<file path="config.mk">
export PLATFORM = sky130hd
export DESIGN_NAME = muldiv_seq
export DESIGN_NICKNAME = d
export VERILOG_FILES = /design/src/rtl/muldiv_seq.sv
export SDC_FILE = /design/constraint.sdc
export NUM_CORES = 1
export LEC_CHECK = 0
export CAP_MARGIN = 20
export CORE_MARGIN = 3
export CORE_UTILIZATION = 56
export CTS_BUF_LIST = sky130_fd_sc_hd__clkbuf_8
export CTS_CLUSTER_SIZE = 10
export DETAILED_ROUTE_END_ITERATION = 10
export HOLD_SLACK_MARGIN = 0.03
export MAX_ROUTING_LAYER = met4
export PLACE_DENSITY_LB_ADDON = 0.12
export REMOVE_ABC_BUFFERS = 1
export SETUP_SLACK_MARGIN = 0.4
export SLEW_MARGIN = 20
export SYNTH_ARGS = -nofsm -noshare
export SYNTH_HDL_FRONTEND = slang
export SYNTH_SLANG_ARGS = --single-unit
</file>
<file path="constraint.sdc">
create_clock -name clk -period 3.3 [get_ports clk]
set_clock_uncertainty 0.1 [all_clocks]
set_input_delay 0.33 -clock clk [delete_from_list [all_inputs] [get_ports clk]]
set_output_delay 0.33 -clock clk [all_outputs]
set_load 0.005 [all_outputs]
</file>
<file path="src/rtl/muldiv_seq.sv">
// Multi-cycle RV32M multiply/divide sequencer: shift-add multiply, restoring divide, sign fix-up.
// Optional macro MULDIV_FAST_PATH_EN: divide-by-zero / signed overflow complete in one cycle.
module muldiv_seq (
  input  logic        clk,
  input  logic        rst,
  input  logic        start,
  input  logic [2:0]  func3,
  input  logic [31:0] op_a,
  input  logic [31:0] op_b,
  input  logic        flush,
  output logic        busy,
  output logic        done,
  output logic [31:0] result
);

  localparam logic [1:0] IDLE = 2'd0;
  localparam logic [1:0] CALC = 2'd1;
  localparam logic [1:0] SIGN = 2'd2;
  localparam logic [1:0] DONE = 2'd3;

  logic [1:0]  state;
  logic [2:0]  fn;
  logic        sign_a, sign_b, div_zero, div_ovf;
  logic [4:0]  cnt;
  logic [31:0] hi, lo, mcand;

  logic        signed_a, signed_b, neg_a, neg_b, is_div, zero_in, ovf_in;
  logic [31:0] mag_a, mag_b, fast_result, sign_result;
  logic [32:0] mul_sum, div_trial, div_diff;
  logic [63:0] prod_fix;
  logic [31:0] quo_fix, rem_fix;

  // Accept-time decode: operand signedness, magnitudes and special-case detection.
  always_comb begin
    signed_a    = (func3 == 3'd0) || (func3 == 3'd1) || (func3 == 3'd2) ||
                  (func3 == 3'd4) || (func3 == 3'd6);
    signed_b    = (func3 == 3'd0) || (func3 == 3'd1) || (func3 == 3'd4) || (func3 == 3'd6);
    neg_a       = signed_a && op_a[31];
    neg_b       = signed_b && op_b[31];
    mag_a       = neg_a ? (~op_a + 32'd1) : op_a;
    mag_b       = neg_b ? (~op_b + 32'd1) : op_b;
    is_div      = func3[2];
    zero_in     = is_div && (op_b == 32'd0);
    ovf_in      = is_div && !func3[0] && (op_a == 32'h8000_0000) && (op_b == 32'hFFFF_FFFF);
    fast_result = func3[1] ? (zero_in ? op_a : 32'd0)
                           : (zero_in ? 32'hFFFF_FFFF : 32'h8000_0000);
  end

  // One iteration step: hi holds product upper half or partial remainder, lo the multiplier or quotient.
  always_comb begin
    mul_sum   = {1'b0, hi} + (lo[0] ? {1'b0, mcand} : 33'd0);
    div_trial = {hi, lo[31]};
    div_diff  = div_trial - {1'b0, mcand};
  end

  // Remainder for divide-by-zero falls out of the iteration as op_a, so only the quotient is forced.
  always_comb begin
    prod_fix = (sign_a ^ sign_b) ? (~{hi, lo} + 64'd1) : {hi, lo};
    quo_fix  = (sign_a ^ sign_b) ? (~lo + 32'd1) : lo;
    rem_fix  = sign_a ? (~hi + 32'd1) : hi;
    case (fn)
      3'd0:          sign_result = prod_fix[31:0];
      3'd1, 3'd2, 3'd3: sign_result = prod_fix[63:32];
      3'd4, 3'd5:    sign_result = div_zero ? 32'hFFFF_FFFF :
                                   div_ovf  ? 32'h8000_0000 : quo_fix;
      default:       sign_result = div_ovf ? 32'd0 : rem_fix;
    endcase
  end

  always_ff @(posedge clk) begin
    if (rst) begin
      state    <= IDLE;
      fn       <= 3'd0;
      sign_a   <= 1'b0;
      sign_b   <= 1'b0;
      div_zero <= 1'b0;
      div_ovf  <= 1'b0;
      cnt      <= 5'd0;
      hi       <= 32'd0;
      lo       <= 32'd0;
      mcand    <= 32'd0;
      result   <= 32'd0;
    end else if (flush) begin
      state <= IDLE;
    end else begin
      case (state)
        IDLE, DONE: begin
`ifdef MULDIV_FAST_PATH_EN
          if (start && (zero_in || ovf_in)) begin
            result <= fast_result;
            state  <= DONE;
          end else
`endif
          if (start) begin
            fn       <= func3;
            sign_a   <= neg_a;
            sign_b   <= neg_b;
            div_zero <= zero_in;
            div_ovf  <= ovf_in;
            cnt      <= 5'd31;
            hi       <= 32'd0;
            lo       <= is_div ? mag_a : mag_b;
            mcand    <= is_div ? mag_b : mag_a;
            state    <= CALC;
          end else begin
            state <= IDLE;
          end
        end
        CALC: begin
          if (fn[2]) begin
            hi <= div_diff[32] ? div_trial[31:0] : div_diff[31:0];
            lo <= {lo[30:0], ~div_diff[32]};
          end else begin
            {hi, lo} <= {mul_sum, lo[31:1]};
          end
          if (cnt == 5'd0) state <= SIGN;
          else             cnt   <= cnt - 5'd1;
        end
        default: begin
          result <= sign_result;
          state  <= DONE;
        end
      endcase
    end
  end

  assign busy = (state == CALC) || (state == SIGN);
  assign done = (state == DONE);

endmodule

</file>
## Word level (Yosys, flattened, before mapping)

Index checks and enable logic that the tools add are counted.

- Register bits: 142
- Latch bits: 0
- RAM bits: 0
- Bits in read-only memories: 0
- Input port bits: 71
- Output and inout port bits: 34
- Word-level logic and storage cells: 99
- Memories kept: 0

- Add/subtract/negate cells: 8
- Multiply operators: 0
- Divide/modulo/power cells: 0
- Magnitude comparators: 0
- Eq/ne operators: 17
- Shift operators: 0
- Multiplexer cells: 25
- Bitwise operators: 9
- Reductions and logical operators: 29

Operators by type and width:

| operator | count |
|---|---|
| $mux W32 | 15 |
| $add A32 B1 Y32 const B | 4 |
| $not A32 Y32 | 4 |
| $pmux W32 S2 | 2 |
| $pmux W32 S3 | 1 |
| $add A64 B1 Y64 const B | 1 |
| $eq A32 B32 Y1 const B | 2 |
| $mux W64 | 1 |
| $not A64 Y64 | 1 |
| $add A32 B32 Y33 | 1 |
| $sub A33 B32 Y33 | 1 |
| $logic_not A32 Y1 | 1 |
| $eq A3 B3 Y1 const B | 4 |
| $mux W5 | 2 |
| $pmux W5 S2 | 1 |
| $eq A3 B2 Y1 const B | 3 |
| $logic_or A1 B1 Y1 | 7 |
| $eq A3 B1 Y1 const B | 2 |
| $logic_and A1 B1 Y1 | 6 |
| $logic_not A3 Y1 | 2 |
| $ne A2 B2 Y1 const B | 3 |
| $reduce_and A3 Y1 | 2 |
| $reduce_or A2 Y1 | 3 |
| $reduce_or A3 Y1 | 2 |
| other kinds (14) | 17 |

## Logic depth before layout (Yosys ltp)

Gate-level depths: netlist of the first run.

- Depth in word-level cells: 10
- Gate-level depth with buffers: 14
- Mapped depth without buffers: 13

## Least setup slack after synthesis of the first run

OpenSTA, ideal clock, no wires.

- Path kind: register to register
- Start point: register hi[0]
- End point: register result[16]
- Setup time: 116 ps
- Arrival: 2933 ps
- Required time: 3084 ps
- Slack: 151 ps
- Stages on the path, launching flop included: 14
- Buffers on the path: 2
- Period minus slack after synthesis: 3149 ps
- Cell sequence: dfxtp_1 inv_1 ha_1 or3b_1 or3_4 or3_1 buf_2 or3_1 buf_6 o31ai_4 xor2_1 o221ai_1 a21oi_1 nor2_1

- Cells in the longest elaborated chain, start to end: 5
- Elaborated cells between the ends (all ways): 8
- Those cells by class: add/sub (2); mux (4); bitwise (2)

RTL lines:

| item | RTL line | RTL |
|---|---|---|
| start: declaration | 25 | `logic [31:0] hi, lo, mcand;` |
| start signal: assignment | 111 | `hi <= div_diff[32] ? div_trial[31:0] : div_diff[31:0];` |
| start signal: assignment | 114 | `{hi, lo} <= {mul_sum, lo[31:1]};` |
| $not A32 Y32 | 60 | `rem_fix = sign_a ? (~hi + 32'd1) : hi;` |
| $add A32 B1 Y32 | 60 |  |
| $mux W32 | 60 |  |
| $mux W32 | 66 | `default: sign_result = div_ovf ? 32'd0 : rem_fix;` |
| $pmux W32 S3 * | 61 | `case (fn)` |
| end signal: assignment | 120 | `result <= sign_result;` |
| end: declaration | 13 | `output logic [31:0] result` |

Mark *: on every way between the ends. The rest lies on a longest branch, timed or not.
A chain may end at the register's enable or synchronous reset.

## Worst setup path in the final report of the first run

- Start point: register lo[0]
- End point: register hi[27]

- Cells in the longest elaborated chain, start to end: 4

RTL lines:

| item | RTL line | RTL |
|---|---|---|
| start: declaration | 25 |  |
| start signal: assignment | 102 | `lo <= is_div ? mag_a : mag_b;` |
| start signal: assignment | 112 | `lo <= {lo[30:0], ~div_diff[32]};` |
| start signal: assignment | 114 |  |
| $mux W32 | 51 | `mul_sum = {1'b0, hi} + (lo[0] ? {1'b0, mcand} : 33'd0);` |
| $add A32 B32 Y33 | 51 |  |
| $mux W32 | 110 | `if (fn[2]) begin` |
| $pmux W32 S2 | 86 | `case (state)` |

Every way passes these cells.

==> key figures, run 1 <==
Setup path
  • Worst path top cell family by delay: compound AO/OA/AOI/OAI gates
  • Worst r2r src: lo[0]$_SDFFE_PP0P_
  • Crit path largest cell delay: 400 ps
  • First element of the critical path: lo[0]$_SDFFE_PP0P_
  • Crit end category: flip-flop
  • WP depth: 14
  • CP max FO: 8
  • Critical Path Sink: hi[27]$_SDFFE_PP0P_
  • CP Cell Sequence: inv_6, buf_12, nor2_1, ha_2, a21oi_1, o21ai_2, a22o_1, a221oi_2, o21ai_2, buf_6, a311oi_2, xnor2_1, a22oi_1, o21ai_1
  • Crit path max-delay cell type: dfxtp_4
  • Most used cell, CP: o21ai_2
  • CP Data Required Time: 3570 ps
  • Crit Path Category: reg2reg
  • Buf/Inv on CP: 3
  • R2r setup slk: 240 ps
  • Worst Setup Start Kind: flip-flop
  • Critical R2R Capture: hi[27]$_SDFFE_PP0P_
  • Reg2Reg Depth: 14
  • CP arrival: 3320 ps

Detailed routing
  • Detailed-route via count: 16.4k
  • Metal1 wirelength: 22300 um
  • Routed Antenna Nets: 0
  • TritonRoute pass-1 iters: 6
  • Metal3 WL: 4700 um
  • Final wirelength: 54400 um
  • WL per Instance: 21.8 um
  • Vias per inst: 6.56
  • DRC viols: 0
  • Met2 WL: 24500 um
  • DR top layer: met4
  • Drt initial violations: 1950

Die
  • Die extent in x: 165 um
  • Die area: 27300 um2
  • Site row count: 57
  • CORE AREA: 24600 um2
  • Starting density of the core: 57.6%
  • Height of the chip: 165 um
  • Num ports: 105

Synthesis
  • Cells after Synth: 1979
  • Post-synth ARST share: 0%
  • Ys flop type: dfxtp_1
  • Register area share after synthesis: 20.1%
  • Mapped Area: 14200 um2
  • Count of different cell masters after synthesis: 78
  • Synth Register Bits: 142
  • Syn_area_per_cell: 7.16 um2
  • Post-synth EDFFs: 0
  • YS warnings: 0

Timing
  • Max Slew Vio Count: 0
  • Setup tns final: 0 ps
  • Fin crit share: 92.7%
  • RSZ-0062 raised after global routing: true
  • Setup violators final: 0
  • FMAX: 327 MHz
  • Slew headroom: 39.3%
  • Final min period: 3060 ps
  • Endpoints failing hold: 0
  • Slew @ Worst Pin: 909 ps

Global route
  • First-pass GRT wire length: 80200 um
  • Initial antenna violation count: 1
  • Grt total ovfl: 0
  • Vias in the first global route: 14.9k
  • Largest net degree at the start of global routing: 73
  • Overall Global Routing Usage: 38.5%

CTS
  • Clk slew on worst S/H paths: 100 ps
  • CTS tree: built
  • Clock sinks: 142
  • Root Driver: clkbuf_8
  • H-Tree Depth: 4
  • Latest clock arrival within the worst-skew pair: 490 ps
  • CTS Buf Count: 17
  • Clock buffer depth: 2

Cells and area
  • Util after Layout: 75.1%
  • Layout area overhead: 30.4%
  • Final #Nets: 2311
  • Ratio of cells with drive above 1 in the final layout: 22.5%

Pwr
  • P_leak: 7.19 nW
  • P per Cell Area: 302 nW/um2
  • VDD IR-drop max: 0.269 mV
  • Power Total: 5.58 mW

Run
  • Total of max-cap violations: 0

Placed design
  • HPWL Detailed: 39000 um
  • Routability congestion estimate: 1.01
  • PortBufs: 104

Status
  • Status: completed

Min path
  • Min-Delay Path Class: in2reg
  • HP Start: rst
-- synthesized netlist by cell type (18+ instances only) --
cell      count  area (um2)
a211oi_1     51         383
a21o_1       32         240
a21oi_1     220        1100
a22oi_1      18         135
a31oi_1      19         119
clkbuf_1    120         450
dfxtp_1     142        2840
ha_1         74         926
inv_1        73         274
mux2_2       26         293
mux2i_1      38         380
nand2_1     189         709
nand2b_1     21         131
nor2_1      201         754
nor3_1       31         155
o211ai_1     24         180
o21ai_0     177         886
o221ai_1     33         289
o31ai_1      20         150
or3_1        20         125
xnor2_1     123        1080
xor2_1       75         657
-- logic make-up after synthesis --
family	Yosys count	share of synthesized area [%]
xor gates and xnor gates	198	12.2
muxes	64	4.75
and+or+nand+nor	601	20.0
AOI/OAI and AO/OA	688	30.4
adders and majority gates	76	6.81
DFF	142	20.1
buffers and inverters	210	5.71
-- worst min-delay path by stage --
stage | to | slack, ps | depth (start not counted)
after floorplan | cnt[2]$_SDFFE_PP0P_ | 300 | 1
after global placement | mcand[30]$_SDFFE_PP0P_ | 340 | 2
after detailed placement | mcand[22]$_SDFFE_PP0P_ | 340 | 2
after CTS | lo[4]$_SDFFE_PP0P_ | 300 | 2
after global routing | lo[4]$_SDFFE_PP0P_ | 330 | 2
final | lo[4]$_SDFFE_PP0P_ | 310 | 2
-- registers in the layout, summed over array words and instances (netlist names) --
register	cells
lo	32
state	2
mcand	32
result	32
div_ovf	1
sign_b	1
sign_a	1
fn	3
hi	32
div_zero	1
cnt	5
-- routing by layer --
| metal | track usage [%] | up-vias |
|---|---|---|
| met2 | 59.0 | 915 |
| met4 | 17.5 | 0 |
| met1 | 50.7 | 7704 |
| li1 | - | 7559 |
| met3 | 5.09 | 235 |
| met5 | - | - |
-- per-stage QoR --
step	hold WS, ps	setup WS, ps	std cells	cell area (um2)
global placement	340	-52.6	2425	16300
finish	313	242	2502	18500
detailed placement	344	-151	2425	16300
floorplan	299	-1850	1843	13600
CTS	297	258	2487	17600
global route	328	120	2502	18500
-- power by group --
part	internal, mW	leakage, nW	switching, mW
Sequential	1.81	1.17	0.121
Combinational	0.973	5.84	1.23
Clock	0.620	0.191	0.829
Total	3.40	7.19	2.18
-- layout make-up --
| class | count | area, um2 |
|---|---|---|
| fillers | 1892 | 6120 |
| clock inverters | 15 | 151 |
| repair buffers | 302 | 2670 |
| well taps | 324 | 405 |
| clock buffers | 17 | 234 |
| inverters | 74 | 288 |
| flip-flops and latches | 142 | 2880 |
| diodes | 1 | 2.50 |
| multi-input cells | 1627 | 11900 |
-- placed cells by master, fill, tap and decap left out, drive strengths merged, types with 21 or more instances in the layout --
cell type	count
or3	21
nand2b	21
clkdlybuf4s50	102
xor2	75
mux2	26
nor3	32
o31ai	21
nor2	201
a21oi	222
nand2	189
xnor2	123
ha	74
buf	199
o211ai	24
o21ai	182
dfxtp	142
a21o	32
inv	81
mux2i	38
a211oi	51
o221ai	33
-- what timing repair did --
action,in CTS,in global routing
hold buffers,0,0
pin swaps,54,78
endpoints found under the setup margin,50,65
setup buffers,27,14
resized for setup,158,159
cloned,3,0
No activity file was read; power rests on OpenSTA's default activity.
==> run 2: changes to the inputs <==
--- a/config.mk
+++ b/config.mk
@@ -16,7 +16,6 @@
 export PLACE_DENSITY_LB_ADDON = 0.12
 export REMOVE_ABC_BUFFERS = 1
 export SETUP_SLACK_MARGIN = 0.4
-export SLEW_MARGIN = 20
 export SYNTH_ARGS = -nofsm -noshare
 export SYNTH_HDL_FRONTEND = slang
 export SYNTH_SLANG_ARGS = --single-unit
==> key figures, run 2 (synthesis gave the netlist of run 1 again) <==
Setup path
  • Crit end category: flip-flop
  • Crit Path Category: reg2reg
  • Worst Setup Start Kind: flip-flop
  • First element of the critical path: lo[0]$_SDFFE_PP0P_
  • CP max FO: 8 (unchanged)
  • CP arrival: 3320 ps (about the same)
  • Worst r2r src: lo[0]$_SDFFE_PP0P_
  • CP Data Required Time: 3560 ps (about the same)

Detailed routing
  • Detailed-route via count: 16.4k (-0.15%)
  • WL per Instance: 21.8 um (+0.11%)
  • Vias per inst: 6.55 (-0.19%)
  • Routed Antenna Nets: 0 (unchanged)
  • DRC viols: 0 (unchanged)
  • TritonRoute pass-1 iters: 5 (-1)
  • Drt initial violations: 1951 (+0.051%)
  • Final wirelength: 54500 um (+0.15%)

Pwr
  • P_leak: 7.20 nW (about the same)
  • P per Cell Area: 302 nW/um2 (about the same)
  • VDD IR-drop max: 0.268 mV (-0.55%)

Timing
  • RSZ-0062 raised after global routing: true
  • Post-route setup slack: 243 ps (+0.803 ps)
  • Slew @ Worst Pin: 902 ps (-6.57 ps)
  • Slew headroom: 39.7% (+0.44 points)
  • Fin crit share: 92.6% (about the same)
  • Endpoints failing hold: 0 (unchanged)
  • FMAX: 327 MHz (about the same)
  • Setup violators final: 0 (unchanged)
  • Max Slew Vio Count: 0 (unchanged)
  • Final min period: 3060 ps (-0.803 ps)
  • Hold_ws: 321 ps (+7.18 ps)

Global route
  • Initial antenna violation count: 1 (unchanged)
  • Grt total ovfl: 0 (unchanged)
  • Overall Global Routing Usage: 38.5% (unchanged)
  • Largest net degree at the start of global routing: 73 (unchanged)
  • First-pass GRT wire length: 80200 um (unchanged)
  • Vias in the first global route: 14.9k (unchanged)

CTS
  • H-Tree Depth: 4 (unchanged)
  • CTS tree: built
  • Clk slew on worst S/H paths: 100 ps (about the same)
  • Clock buffer depth: 2 (unchanged)
  • Root Driver: clkbuf_8
  • Clock sinks: 142 (unchanged)
  • Latest clock arrival within the worst-skew pair: 490 ps (about the same)
  • CTS Buf Count: 17 (unchanged)
  • Hold Buf Count CTS: 0 (unchanged)

Cells and area
  • Commonest non-fill, non-tap cell in the layout: a21oi_1
  • Ratio of cells with drive above 1 in the final layout: 22.5% (+0.036 points)
  • FILL cells: 1893 (+0.053%)
  • Commonest non-fill, non-tap cells in the layout: 197 x a21oi_1, 189 x nor2_1, 185 x nand2_1, 172 x buf_4, 142 x o21ai_0
  • Final #Nets: 2312 (+0.043%)
  • Util after Layout: 75.1% (unchanged)
  • FF+latch area: 2880 um2 (unchanged)
  • Multi-input gate area in the final layout: 11800 um2 (about the same)
  • Layout area overhead: 30.4% (unchanged)
  • Post-Layout Cell Count: 2503 (+0.040%)

Min path
  • Min-Delay Path Class: in2reg
  • HP Start: rst

Placed design
  • PortBufs: 104 (unchanged)
  • HPWL Detailed: 39000 um (unchanged)
  • Routability congestion estimate: 1.01 (unchanged)
  • Dpl cells: 2425 (unchanged)
  • Pre-CTS WS: -151 ps (unchanged)

Die
  • Num ports: 105 (unchanged)
  • Site row count: 57 (unchanged)
  • Height of the chip: 165 um (unchanged)
  • Starting density of the core: 57.6% (unchanged)
  • Die area: 27300 um2 (unchanged)
  • CORE AREA: 24600 um2 (unchanged)
  • Die extent in x: 165 um (unchanged)

Status
  • Status: completed

Run
  • Total of max-cap violations: 0 (unchanged)
[run 2: cell count changes in the layout (fill, tap and decap cells not counted)]
| cell | delta |
|---|---|
| buf_6 | +1 |
| xnor2_2 | +1 |
| xnor2_4 | -1 |
[run 2: path summary, 6_finish.rpt]
kind | endpoint | slack, ps | cells after the start
max | hi[27]$_SDFFE_PP0P_ | 240 | 14
min | lo[4]$_SDFFE_PP0P_ | 320 | 2
max reg2reg | hi[27]$_SDFFE_PP0P_ | 240 | 14
min reg2reg | mcand[22]$_SDFFE_PP0P_ | 350 | 2
[run 2: final cells by class]
| class | instances | share of cell area [%] |
|---|---|---|
| multi-input cells | 1627 | 64.1 |
| flip-flops and latches | 142 | 15.6 |
| repair buffers | 303 | 14.5 |
| well taps | 324 | 2.19 |
| inverters | 74 | 1.56 |
| clock buffers | 17 | 1.27 |
| clock inverters | 15 | 0.819 |
| diodes | 1 | 0.0135 |
[run 2: metrics by stage]
stage	cell area, um2	setup TNS [ps]	power (mW)
2_1_floorplan	13600	-94850	3.09
3_3_place_gp	16300	-89.4	3.77
3_5_place_dp	16300	-568	3.80
4_1_cts	17600	0	5.37
5_1_grt	18500	0	5.80
6_report	18500	0	5.59
[run 2: timing repair]
item,CTS,global route
setup buffers,27,14
setup endpoints to repair,50,65
resized for setup,158,159
cloned,3,0
pin swaps,54,78
hold endpoints to repair,0,0
[run 2: power breakdown]
part / internal [mW] / leakage, nW / switching (mW) / total [mW]
clock: 0.620 / 0.191 / 0.827 / 1.45
combinational: 0.974 / 5.84 / 1.23 / 2.21
sequential: 1.81 / 1.17 / 0.122 / 1.93
total: 3.40 / 7.20 / 2.18 / 5.59
[run 2: per-layer routing]
layer / GRT usage, % / up-vias / wire, um
li1: - / 7563 / -
met1: 50.7 / 7759 / 22600
met2: 59.0 / 872 / 24600
met3: 5.09 / 194 / 4520
met4: 17.5 / 0 / 2750
met5: - / - / 0
[run 2: worst max-delay path, stage by stage, from the launching register on]
cell and delay, ps:
dfxtp_4 400, inv_6 60, buf_12 150, nor2_1 110
ha_2 320, a21oi_1 200, o21ai_2 110, a22o_1 260
a221oi_2 330, o21ai_2 100, buf_6 140, a311oi_2 290
xnor2_1 110, a22oi_1 160, o21ai_1 100
